[config.mk]
export PLATFORM = sky130hd
export DESIGN_NAME = com_bus_req_queue
export DESIGN_NICKNAME = d
export VERILOG_FILES = /design/src/rtl/com_bus_pkg.sv /design/src/rtl/req_id_fifo.sv /design/src/rtl/com_bus_req_queue.sv
export SDC_FILE = /design/constraint.sdc
export NUM_CORES = 1
export LEC_CHECK = 0
export BUFFER_PORTS_ARGS = -buffer_cell sky130_fd_sc_hd__buf_4
export CORE_MARGIN = 2
export CORE_UTILIZATION = 60
export CTS_CLUSTER_DIAMETER = 40
export DETAILED_ROUTE_END_ITERATION = 7
export GPL_ROUTABILITY_DRIVEN = 0
export HOLD_SLACK_MARGIN = 0.02
export PLACE_DENSITY_LB_ADDON = 0.05
export SYNTH_ARGS = -nofsm -noshare
export SYNTH_HDL_FRONTEND = slang
export SYNTH_SLANG_ARGS = --single-unit
[constraint.sdc]
create_clock -name clk -period 5.71 [get_ports clk]
set_input_delay 0.2855 -clock clk [delete_from_list [all_inputs] [get_ports clk]]
set_output_delay 0.2855 -clock clk [all_outputs]
set_load 0.03 [all_outputs]
[src/rtl/com_bus_pkg.sv]
// Shared bus constants: queue sizing and processor ID encoding, used by the
// request queue and the arbiter.
package com_bus_pkg;

  localparam int BUF_WIDTH = 3;
  localparam int BUF_SIZE  = 1 << BUF_WIDTH;
  localparam int NUM_PROC  = 8;

  localparam logic [3:0] NO_PROC = 4'b0000;
  localparam logic [3:0] PROC1   = 4'b0001;
  localparam logic [3:0] PROC2   = 4'b0010;
  localparam logic [3:0] PROC3   = 4'b0011;
  localparam logic [3:0] PROC4   = 4'b0100;
  localparam logic [3:0] PROC5   = 4'b0101;
  localparam logic [3:0] PROC6   = 4'b0110;
  localparam logic [3:0] PROC7   = 4'b0111;
  localparam logic [3:0] PROC8   = 4'b1000;

  // Processor index 0..7 maps to bus ID 1..8; ID 0 means "nobody".
  function automatic logic [3:0] proc_id(input logic [2:0] idx);
    return {1'b0, idx} + 4'd1;
  endfunction

endpackage

[src/rtl/req_id_fifo.sv]
// Circular buffer of processor IDs with first-word fall-through head.
// Push/pop qualifiers arrive already gated against full/empty.
module req_id_fifo
  import com_bus_pkg::*;
#(
  parameter int BUF_WIDTH = com_bus_pkg::BUF_WIDTH
) (
  input  logic                 clk,
  input  logic                 rst_n,
  input  logic                 push,
  input  logic [3:0]           push_id,
  input  logic                 pop,
  output logic [3:0]           head_id,
  output logic                 empty,
  output logic                 full,
  output logic [BUF_WIDTH:0]   count
);

  localparam int DEPTH = 1 << BUF_WIDTH;

  logic [3:0]           mem [DEPTH];
  logic [BUF_WIDTH-1:0] wr_ptr;
  logic [BUF_WIDTH-1:0] rd_ptr;
  logic [BUF_WIDTH:0]   count_r;

  // Pointers wrap naturally at their bit width.
  always_ff @(posedge clk or negedge rst_n) begin
    if (!rst_n) begin
      wr_ptr  <= '0;
      rd_ptr  <= '0;
      count_r <= '0;
    end else begin
      if (push) wr_ptr <= wr_ptr + 1'b1;
      if (pop)  rd_ptr <= rd_ptr + 1'b1;
      case ({push, pop})
        2'b10:   count_r <= count_r + 1'b1;
        2'b01:   count_r <= count_r - 1'b1;
        default: count_r <= count_r;
      endcase
    end
  end

  always_ff @(posedge clk) begin
    if (push) mem[wr_ptr] <= push_id;
  end

  assign empty   = (count_r == '0);
  assign full    = (count_r == (BUF_WIDTH+1)'(DEPTH));
  assign count   = count_r;
  assign head_id = empty ? NO_PROC : mem[rd_ptr];

endmodule

[src/rtl/com_bus_req_queue.sv]
// Bus request queue: turns per-processor request rises into an ordered,
// duplicate-free queue of processor IDs. Define COM_BUS_REQ_RR_EN for
// round-robin candidate selection; default is fixed lowest-index priority.
module com_bus_req_queue
  import com_bus_pkg::*;
#(
  parameter int BUF_WIDTH = com_bus_pkg::BUF_WIDTH
) (
  input  logic               clk,
  input  logic               rst_n,
  input  logic [7:0]         Com_Bus_Req_proc,
  input  logic               rd_en,
  output logic [3:0]         buf_out,
  output logic               buf_empty,
  output logic               buf_full,
  output logic [BUF_WIDTH:0] fifo_counter
);

  logic [7:0] req_q;
  logic [7:0] pending;
  logic [7:0] queued;
  logic       armed;
  logic [2:0] last_idx;

  logic [7:0] rise;
  logic [7:0] accepted;
  logic [7:0] cand;
  logic [2:0] sel_idx;
  logic       sel_valid;
  logic       do_push;
  logic       do_pop;
  logic [7:0] push_mask;
  logic [7:0] pop_mask;

  // The first edge after reset only samples the request levels, so a line
  // held high across reset must drop and rise again to be queued.
  assign rise     = armed ? (Com_Bus_Req_proc & ~req_q) : 8'h00;
  assign accepted = rise & ~pending & ~queued;
  assign cand     = (pending | accepted) & Com_Bus_Req_proc;
  assign do_pop   = rd_en & ~buf_empty;
  assign do_push  = sel_valid & (~buf_full | do_pop);

  always_comb begin
    sel_valid = 1'b0;
    sel_idx   = 3'd0;
`ifdef COM_BUS_REQ_RR_EN
    for (int k = 1; k <= 8; k++) begin
      if (!sel_valid && cand[last_idx + 3'(k)]) begin
        sel_valid = 1'b1;
        sel_idx   = last_idx + 3'(k);
      end
    end
`else
    for (int k = 0; k < 8; k++) begin
      if (!sel_valid && cand[k]) begin
        sel_valid = 1'b1;
        sel_idx   = 3'(k);
      end
    end
`endif
  end

  always_comb begin
    push_mask = 8'h00;
    pop_mask  = 8'h00;
    if (do_push) push_mask[sel_idx] = 1'b1;
    if (do_pop)  pop_mask[3'(buf_out - 4'd1)] = 1'b1;
  end

  // Withdrawn and just-enqueued candidates drop out of pending; the rest
  // (including everything blocked by a full queue) stay pending.
  always_ff @(posedge clk or negedge rst_n) begin
    if (!rst_n) begin
      req_q    <= 8'h00;
      pending  <= 8'h00;
      queued   <= 8'h00;
      armed    <= 1'b0;
      last_idx <= 3'd0;
    end else begin
      req_q   <= Com_Bus_Req_proc;
      armed   <= 1'b1;
      pending <= cand & ~push_mask;
      queued  <= (queued & ~pop_mask) | push_mask;
      if (do_push) last_idx <= sel_idx;
    end
  end

  req_id_fifo #(
    .BUF_WIDTH (BUF_WIDTH)
  ) u_fifo (
    .clk     (clk),
    .rst_n   (rst_n),
    .push    (do_push),
    .push_id (proc_id(sel_idx)),
    .pop     (do_pop),
    .head_id (buf_out),
    .empty   (buf_empty),
    .full    (buf_full),
    .count   (fifo_counter)
  );

endmodule

Yosys cells after proc, flatten, opt, wreduce, memory -nomap -nowiden
Memory sizes are Yosys's and may differ from the RTL's.
Index checks and enable logic that the tools add are counted.
{"block": "op_classes", "add_sub_neg": 6, "multipliers": 0, "n_div": 0, "order_cmp": 4, "n_eq_ne": 3, "n_shift": 0, "mux": 26, "n_bitwise": 18, "n_reduce_logical": 18}
{"operator": "$and 8x8->8", "count": 6}
{"operator": "$not 8->8", "count": 5}
{"operator": "$mux 8", "count": 3}
{"operator": "$mux 3", "count": 6}
{"operator": "$or 8x8->8", "count": 2}
{"operator": "$mux 1", "count": 13}
{"operator": "$logic_and 1x1->1", "count": 9}
{"operator": "$lt 3x4->1 const B", "count": 2}
{"operator": "$pmux 4 s2", "count": 1}
{"operator": "$logic_not 1->1", "count": 7}
{"operator": "$add 3x1->3 const B", "count": 2}
{"operator": "$demux 1 s3", "count": 2}
{"operator": "$ge 3x1->1 const B", "count": 2}
{"operator": "$add 3x1->4 const B", "count": 1}
{"operator": "$add 4x1->4 const B", "count": 1}
{"operator": "$eq 4x4->1 const B", "count": 1}
{"operator": "$logic_not 4->1", "count": 1}
{"operator": "$mux 4", "count": 1}
{"operator": "$sub 4x1->4 const B", "count": 1}
{"operator": "$sub 3x1->3 const B", "count": 1}
{"operator": "$and 1x1->1", "count": 2}
{"operator": "$eq 2x1->1 const B", "count": 1}
{"operator": "$eq 2x2->1 const B", "count": 1}
{"operator": "$not 1->1", "count": 2}
{"operator": "2 further kinds", "count": 2}
{"block": "totals", "reg_bits": 35, "latchBits": 0, "ramBits": 32, "rom_bits": 0, "in_bits": 11, "out_inout_bits": 10, "wordCells": 83, "mem_count": 1}
{"memory": "u_fifo.mem", "words": 8, "word_bits": 4, "read_ports": 1, "rd_clocked_by_memory_dff": 0, "write_ports": 1, "line_no": "req_id_fifo.sv:21", "rtl": "logic [3:0] mem [DEPTH];"}

Logic depth before layout (Yosys ltp)
{"block": "depth", "depth_word": 36, "depth_mapped": 11, "depth_no_buf": 11}

Cells and area by module
Synthesis repeated with hierarchy kept, for this count alone.
{"block": "unflattened", "cells_unflattened": 211, "area_unflattened_um2": 2979.1}
{"module": "req_id_fifo", "instances": 1, "cells_each": 105, "area_per_inst_um2": 1790.5, "seq_area_each_um2": 1211.2}
{"module": "com_bus_req_queue", "instances": 1, "cells_each": 106, "area_per_inst_um2": 1188.6, "seq_area_each_um2": 625.6}

Worst setup path after synthesis
OpenSTA, ideal clock, no wires.
{"block": "synth_path", "path_type": "register -> register", "start": "register u_fifo.count_r[1] (netlist: u_fifo.count[1])", "end": "register u_fifo.count_r[2] (netlist: u_fifo.count[2])", "setup_ns": 0.142, "arrival_time_ns": 3.441, "required_time_ns": 5.568, "setup_slack_ns": 2.127, "path_stages_with_launch": 12, "path_buffers": 1, "synth_period_minus_slack_ns": 3.583, "cell_sequence": "dfrtp_1 > buf_4 > nor4b_1 > nand2b_1 > o31ai_4 > ha_1 > xor2_1 > ha_1 > a21oi_1 > xor2_1 > nor2_1 > xor2_1"}
{"block": "synth_between", "elab_cells_between_ends": 13, "cone_classes": "2 x add/sub; 3 x eq/ne; 1 x mux; 5 x bitwise; 2 x reduce/logical"}
{"element": "start: declaration", "line_no": "req_id_fifo.sv:24", "rtl": "logic [BUF_WIDTH:0] count_r;"}
{"element": "start signal: assignment", "line_no": "req_id_fifo.sv:36", "rtl": "2'b10: count_r <= count_r + 1'b1;"}
{"element": "start signal: assignment", "line_no": "req_id_fifo.sv:37", "rtl": "2'b01: count_r <= count_r - 1'b1;"}
{"element": "start signal: assignment", "line_no": "req_id_fifo.sv:38", "rtl": "default: count_r <= count_r;"}
{"element": "$eq 4x4->1 *", "line_no": "req_id_fifo.sv:48", "rtl": "assign full = (count_r == (BUF_WIDTH+1)'(DEPTH));"}
{"element": "net buf_full", "line_no": "com_bus_req_queue.sv:15", "rtl": "output logic buf_full,"}
{"element": "$not 1->1 *", "line_no": "com_bus_req_queue.sv:41", "rtl": "assign do_push = sel_valid & (~buf_full | do_pop);"}
{"element": "$or 1x1->1 *", "line_no": "com_bus_req_queue.sv:41"}
{"element": "$and 1x1->1 *", "line_no": "com_bus_req_queue.sv:41"}
{"element": "$eq 2x1->1 or $eq 2x2->1 (tied branches)", "line_no": "req_id_fifo.sv:35", "rtl": "case ({push, pop})"}
{"element": "$pmux 4 s2 or $reduce_bool 2->1 (tied branches)"}
The timed path passes the listed nets; every way through them passes the cells marked *.
A chain may end at the register's enable or synchronous reset.

Worst setup path in the final report
{"block": "layout_path", "start": "register armed", "end": "memory u_fifo.mem[3][2] (data pin)"}
{"block": "layout_between", "elab_chain_len": 28, "elab_cells_between_ends": 34, "cone_classes": "1 x add/sub; 15 x mux; 4 x bitwise; 14 x reduce/logical"}
{"element": "start: declaration", "line_no": "com_bus_req_queue.sv:22", "rtl": "logic armed;"}
{"element": "start signal: assignment", "line_no": "com_bus_req_queue.sv:77", "rtl": "armed <= 1'b0;"}
{"element": "start signal: assignment", "line_no": "com_bus_req_queue.sv:81", "rtl": "armed <= 1'b1;"}
{"element": "$mux 8 *", "line_no": "com_bus_req_queue.sv:37", "rtl": "assign rise = armed ? (Com_Bus_Req_proc & ~req_q) : 8'h00;"}
{"element": "$and 8x8->8 * (2 in series)", "line_no": "com_bus_req_queue.sv:38", "rtl": "assign accepted = rise & ~pending & ~queued;"}
{"element": "$or 8x8->8 *", "line_no": "com_bus_req_queue.sv:39", "rtl": "assign cand = (pending | accepted) & Com_Bus_Req_proc;"}
{"element": "$and 8x8->8 *", "line_no": "com_bus_req_queue.sv:39"}
{"element": "$mux 1", "line_no": "com_bus_req_queue.sv:55", "rtl": "if (!sel_valid && cand[k]) begin"}
{"element": "$logic_not 1->1", "line_no": "com_bus_req_queue.sv:55"}
{"element": "$logic_and 1x1->1", "line_no": "com_bus_req_queue.sv:55"}
{"element": "$mux 1", "line_no": "com_bus_req_queue.sv:55"}
{"element": "[12 not listed]"}
{"element": "$logic_not 1->1", "line_no": "com_bus_req_queue.sv:55"}
{"element": "$logic_and 1x1->1", "line_no": "com_bus_req_queue.sv:55"}
{"element": "$mux 1", "line_no": "com_bus_req_queue.sv:55"}
{"element": "$logic_not 1->1", "line_no": "com_bus_req_queue.sv:55"}
{"element": "$logic_and 1x1->1", "line_no": "com_bus_req_queue.sv:55"}
{"element": "$mux 3 *", "line_no": "com_bus_req_queue.sv:55"}
{"element": "$add 3x1->4 *", "line_no": "com_bus_pkg.sv:21", "rtl": "return {1'b0, idx} + 4'd1;"}
{"element": "net u_fifo.push_id[2]", "line_no": "req_id_fifo.sv:11", "rtl": "input logic [3:0] push_id,"}
{"element": "end: declaration", "line_no": "req_id_fifo.sv:21"}
Marked as above.

==> impl_summary.md <==
Worst hold path
In this run the worst hold path is classified as input pin to flop. The count of cells along the worst hold path is 1.

CTS
The clock net in this run drives a total of 67 sinks. The buffer levels on the longest clock path is 2. The latest clock arrival within the worst-skew pair is between 0.3 and 0.4 ns.

Counting the buffers created by CTS gives 9. After clock tree synthesis, the clock-pin slew on the worst setup and hold paths is approximately 0.07 ns. The number of H-tree branching levels is 3. The root buffer selected by CTS is sky130_fd_sc_hd__clkbuf_8. The CTS tree is built.

Logic synthesis
For this run, the leading register cell type out of synthesis is sky130_fd_sc_hd__dfrtp_1. In the synthesized netlist the async set-or-reset flop fraction comes to between 50 and 60%. A synthesized cell averages between 10 and 15 µm². In this run, synthesis inferred 32 flip-flops with an integrated enable. The post-synthesis net count is 234. In this run, distinct cell masters in the synthesized netlist total 46. Synthesis produced between 200 and 250 cells.

Of the synthesized area, sequential elements account for approximately 60%. The mapped netlist covers 0.00304 mm². The number of synthesized register bits is between 60 and 70. Yosys printed 0 warnings.

Critical path
Along the worst path, the maximum fanout reaches 9. The sort of element at the end of the critical path is a flop. STA puts the critical path data arrival time at 3.32 ns.

The worst reg-to-reg path cell count is 7. The signal on the critical path passes through nor3b_1 -> o21ai_2 -> nand4_2 -> nor4_1 -> or2_2 -> ha_1 -> xor2_1. The critical path crosses 7 cells after its start point. For this design, the slowest cell found on the critical path is sky130_fd_sc_hd__nor4_1.

The largest single stage delay on the critical path is 0.98 ns. The cell family contributing the most delay on the critical path is simple AND/OR/NAND/NOR gates. The reg-to-reg setup timing slack is roughly 2.5 ns. Data on the critical path is required at its endpoint by 5.79 ns.

Together, buffers and inverters on the worst path number 0. STA classifies the critical path startpoint as a flop. The critical path start-end classification is flop to flop.

STA
Setup violations remaining at the end of the flow were counted as 0. The total negative slack is 0 ns. The final hold violation count is 0.

Setup repair after global routing left no endpoint under its margin. The max-slew violation count is 0. For this run, the top clock speed supported by timing is ~300 MHz. The final clock period utilization by the worst path is a little under three fifths.

The minimum clock period after layout is about 3.2 ns. For the pin with the worst max-slew slack, the measured transition is around 1.2 ns. Setup slack on the critical path of the routed design comes to ~2.5 ns. The largest clock skew in the final design is 0.00689 ns.

The relative slew slack is a little over a fifth.

Detailed routing
The remaining antenna violation count after routing is 0. Using the TritonRoute via totals, the vias-per-cell ratio works out to about 5.8. The first routing iteration left around 190 violations. The detailed-router iteration count before antenna repair is 4. The post-detailed-route wirelength per cell is 17.5 µm. The total vias in the final route is approximately 1800. In the routed design, unresolved DRC markers number 0. After detailed routing, the total wire length is about 5.5 mm.

Place
Timing analysis after detailed placement gives a worst setup slack of between 2 and 3 ns. The wire-length estimate of the detail-placed layout is slightly below 4 mm. After detailed placement, the total cell area comes to 0.00320 mm². During placement, the flow inserted port buffers numbering 20.

Power and ir drop
The maximum vdd ir drop is about 310 µV. The ratio of total power to cell area is around 580 mW/mm². The analysis attributes to cell leakage a power of 1.35 nW.

Floorplanning
The total die area is between 0.005 and 0.006 mm². The I/O pin total is 21. The number of core rows is 25. The die width is 75.1 µm. For this configuration, the core starts out at a cell density of between 60% and 70%.

The area inside the core boundary is a little under 0.005 mm². The height of the die is roughly 75 µm.

Global routing
The total congestion overflow is 0. The global router's overall resource usage is 22.7%. The number of antenna violations at the first check in global routing is 0.

The first global-routing pass estimated between 9 and 10 mm of wire. The largest net degree at the start of global routing is 36. The number of global-route vias before repair was roughly 1800.

Flow run
Max-cap violations in this run came to 0.

Final layout
The area added between synthesis and finish is 12.4%. The number of antenna repair diodes is 0. The final layout net count is 259. The fill cell total of the finished layout is roughly 340.

The area of the multi-input gates is ~0.0011 mm². The finished cells cover about 0.0034 mm². Of the cells placed in the final design, the portion with a size suffix greater than 1 is between 20% and 30%. Summing all flip-flop and latch instances after layout gives 0.00184 mm².

Status
The flow ran to the end, and the final reports show no timing, DRC or antenna violations.
layer usage:
layer | routed length [µm] | global-route usage (%) | up-vias
li1 | - | - | 855
met1 | 2430 | 32.8 | 897
met2 | 2670 | 33.6 | 60
met3 | 312 | 5.62 | 6
met4 | 57 | 8.77 | 0
met5 | 0 | 0 | -
cell usage after synthesis (all sizes together), types with 3 or more instances:
cell type / instances / area (µm²)
nand2: 13 / 48.8
xor2: 8 / 77.6
o31ai: 9 / 81.3
nor3b: 10 / 75.1
nor4: 3 / 33.8
dfrtp: 35 / 876
ha: 7 / 87.6
o21ai: 18 / 105
mux4: 8 / 210
o21a: 3 / 22.5
mux2: 3 / 33.8
a21oi: 6 / 30.0
xnor2: 4 / 35.0
nor4b: 3 / 26.3
nor3: 3 / 15.0
edfxtp: 32 / 961
nor2: 15 / 58.8
mux2i: 3 / 30.0
inv: 6 / 22.5
buf: 6 / 56.3
nand2b: 4 / 25.0
stage by stage:
| stage | total power, mW | utilization (%) | std cells | hold slack [ns] |
|---|---|---|---|---|
| 3_3_place_gp | 1.57 | 66.4 | 296 | 0.243 |
| 2_1_floorplan | 1.41 | - | 216 | -0.0101 |
| 3_5_place_dp | 1.61 | 66.4 | 296 | 0.256 |
| 5_1_grt | 2.12 | 70.9 | 313 | 0.0509 |
| 6_report | 1.99 | 70.9 | 313 | 0.0653 |
| 4_1_cts | 2.00 | 70.9 | 313 | 0.0521 |
flip-flops by register name (all words and copies together) (netlist names):
name and flops:
armed 1, pending 8, queued 8, req_q 8, u_fifo.count 4, u_fifo.mem 32, u_fifo.rd_ptr 3, u_fifo.wr_ptr 3
cells in the final DEF (no fill, tap or decap), drive strengths merged, types with 3 or more instances in the layout:
cell       n
a21oi      6
nor2      15
inv        6
nor4       3
clkinvlp   4
nor3b     10
nor4b      3
o21ai     18
o31ai      9
mux2       3
mux2i      3
dfrtp     35
nor3       3
xor2       8
nand2     13
clkbuf    10
o21a       3
edfxtp    32
nand2b     4
buf       20
ha         7
xnor2      4
mux4       8
worst paths after layout:
check,from,endpoint
max,armed$_DFF_PN0_,u_fifo.mem[3][2]$_DFFE_PP_
min,Com_Bus_Req_proc[4],req_q[4]$_DFF_PN0_
max reg2reg,armed$_DFF_PN0_,u_fifo.mem[3][2]$_DFFE_PP_
min reg2reg,queued[1]$_DFF_PN0_,queued[1]$_DFF_PN0_
max in group asynchronous,rst_n,u_fifo.wr_ptr[0]$_DFFE_PN0P_
min in group asynchronous,rst_n,u_fifo.rd_ptr[2]$_DFFE_PN0P_
power by group:
group	leakage, nW	internal [mW]	switching [mW]
sequential	0.716	0.668	0.127
clock	0.0905	0.212	0.179
combinational	0.547	0.328	0.478
layout make-up:
| cell class | count | area share (%) |
|---|---|---|
| timing repair buffer | 21 | 4.69 |
| tap | 67 | 2.46 |
| inverter | 6 | 0.660 |
| clock buffer | 10 | 4.03 |
| sequential | 67 | 53.8 |
| multi-input combinational | 136 | 32.4 |
| clock inverter | 6 | 1.91 |
cells by family after synthesis:
family | share of synthesized area, %
adder cells (fa/ha/maj) | 2.88
XOR/XNOR | 3.71
buffers and inverters | 3.05
other | 0.123
AO/OA/AOI/OAI | 8.82
multiplexers | 9.02
flip-flops | 60.5
AND/OR/NAND/NOR | 11.9
what timing repair did:
item                      in CTS  in global routing
hold endpoints to repair      35                  0
buffers inserted               0                  0
hold buffers                   1                  0
gates resized for setup        0                  0
No activity file was read; power rests on OpenSTA's default activity.
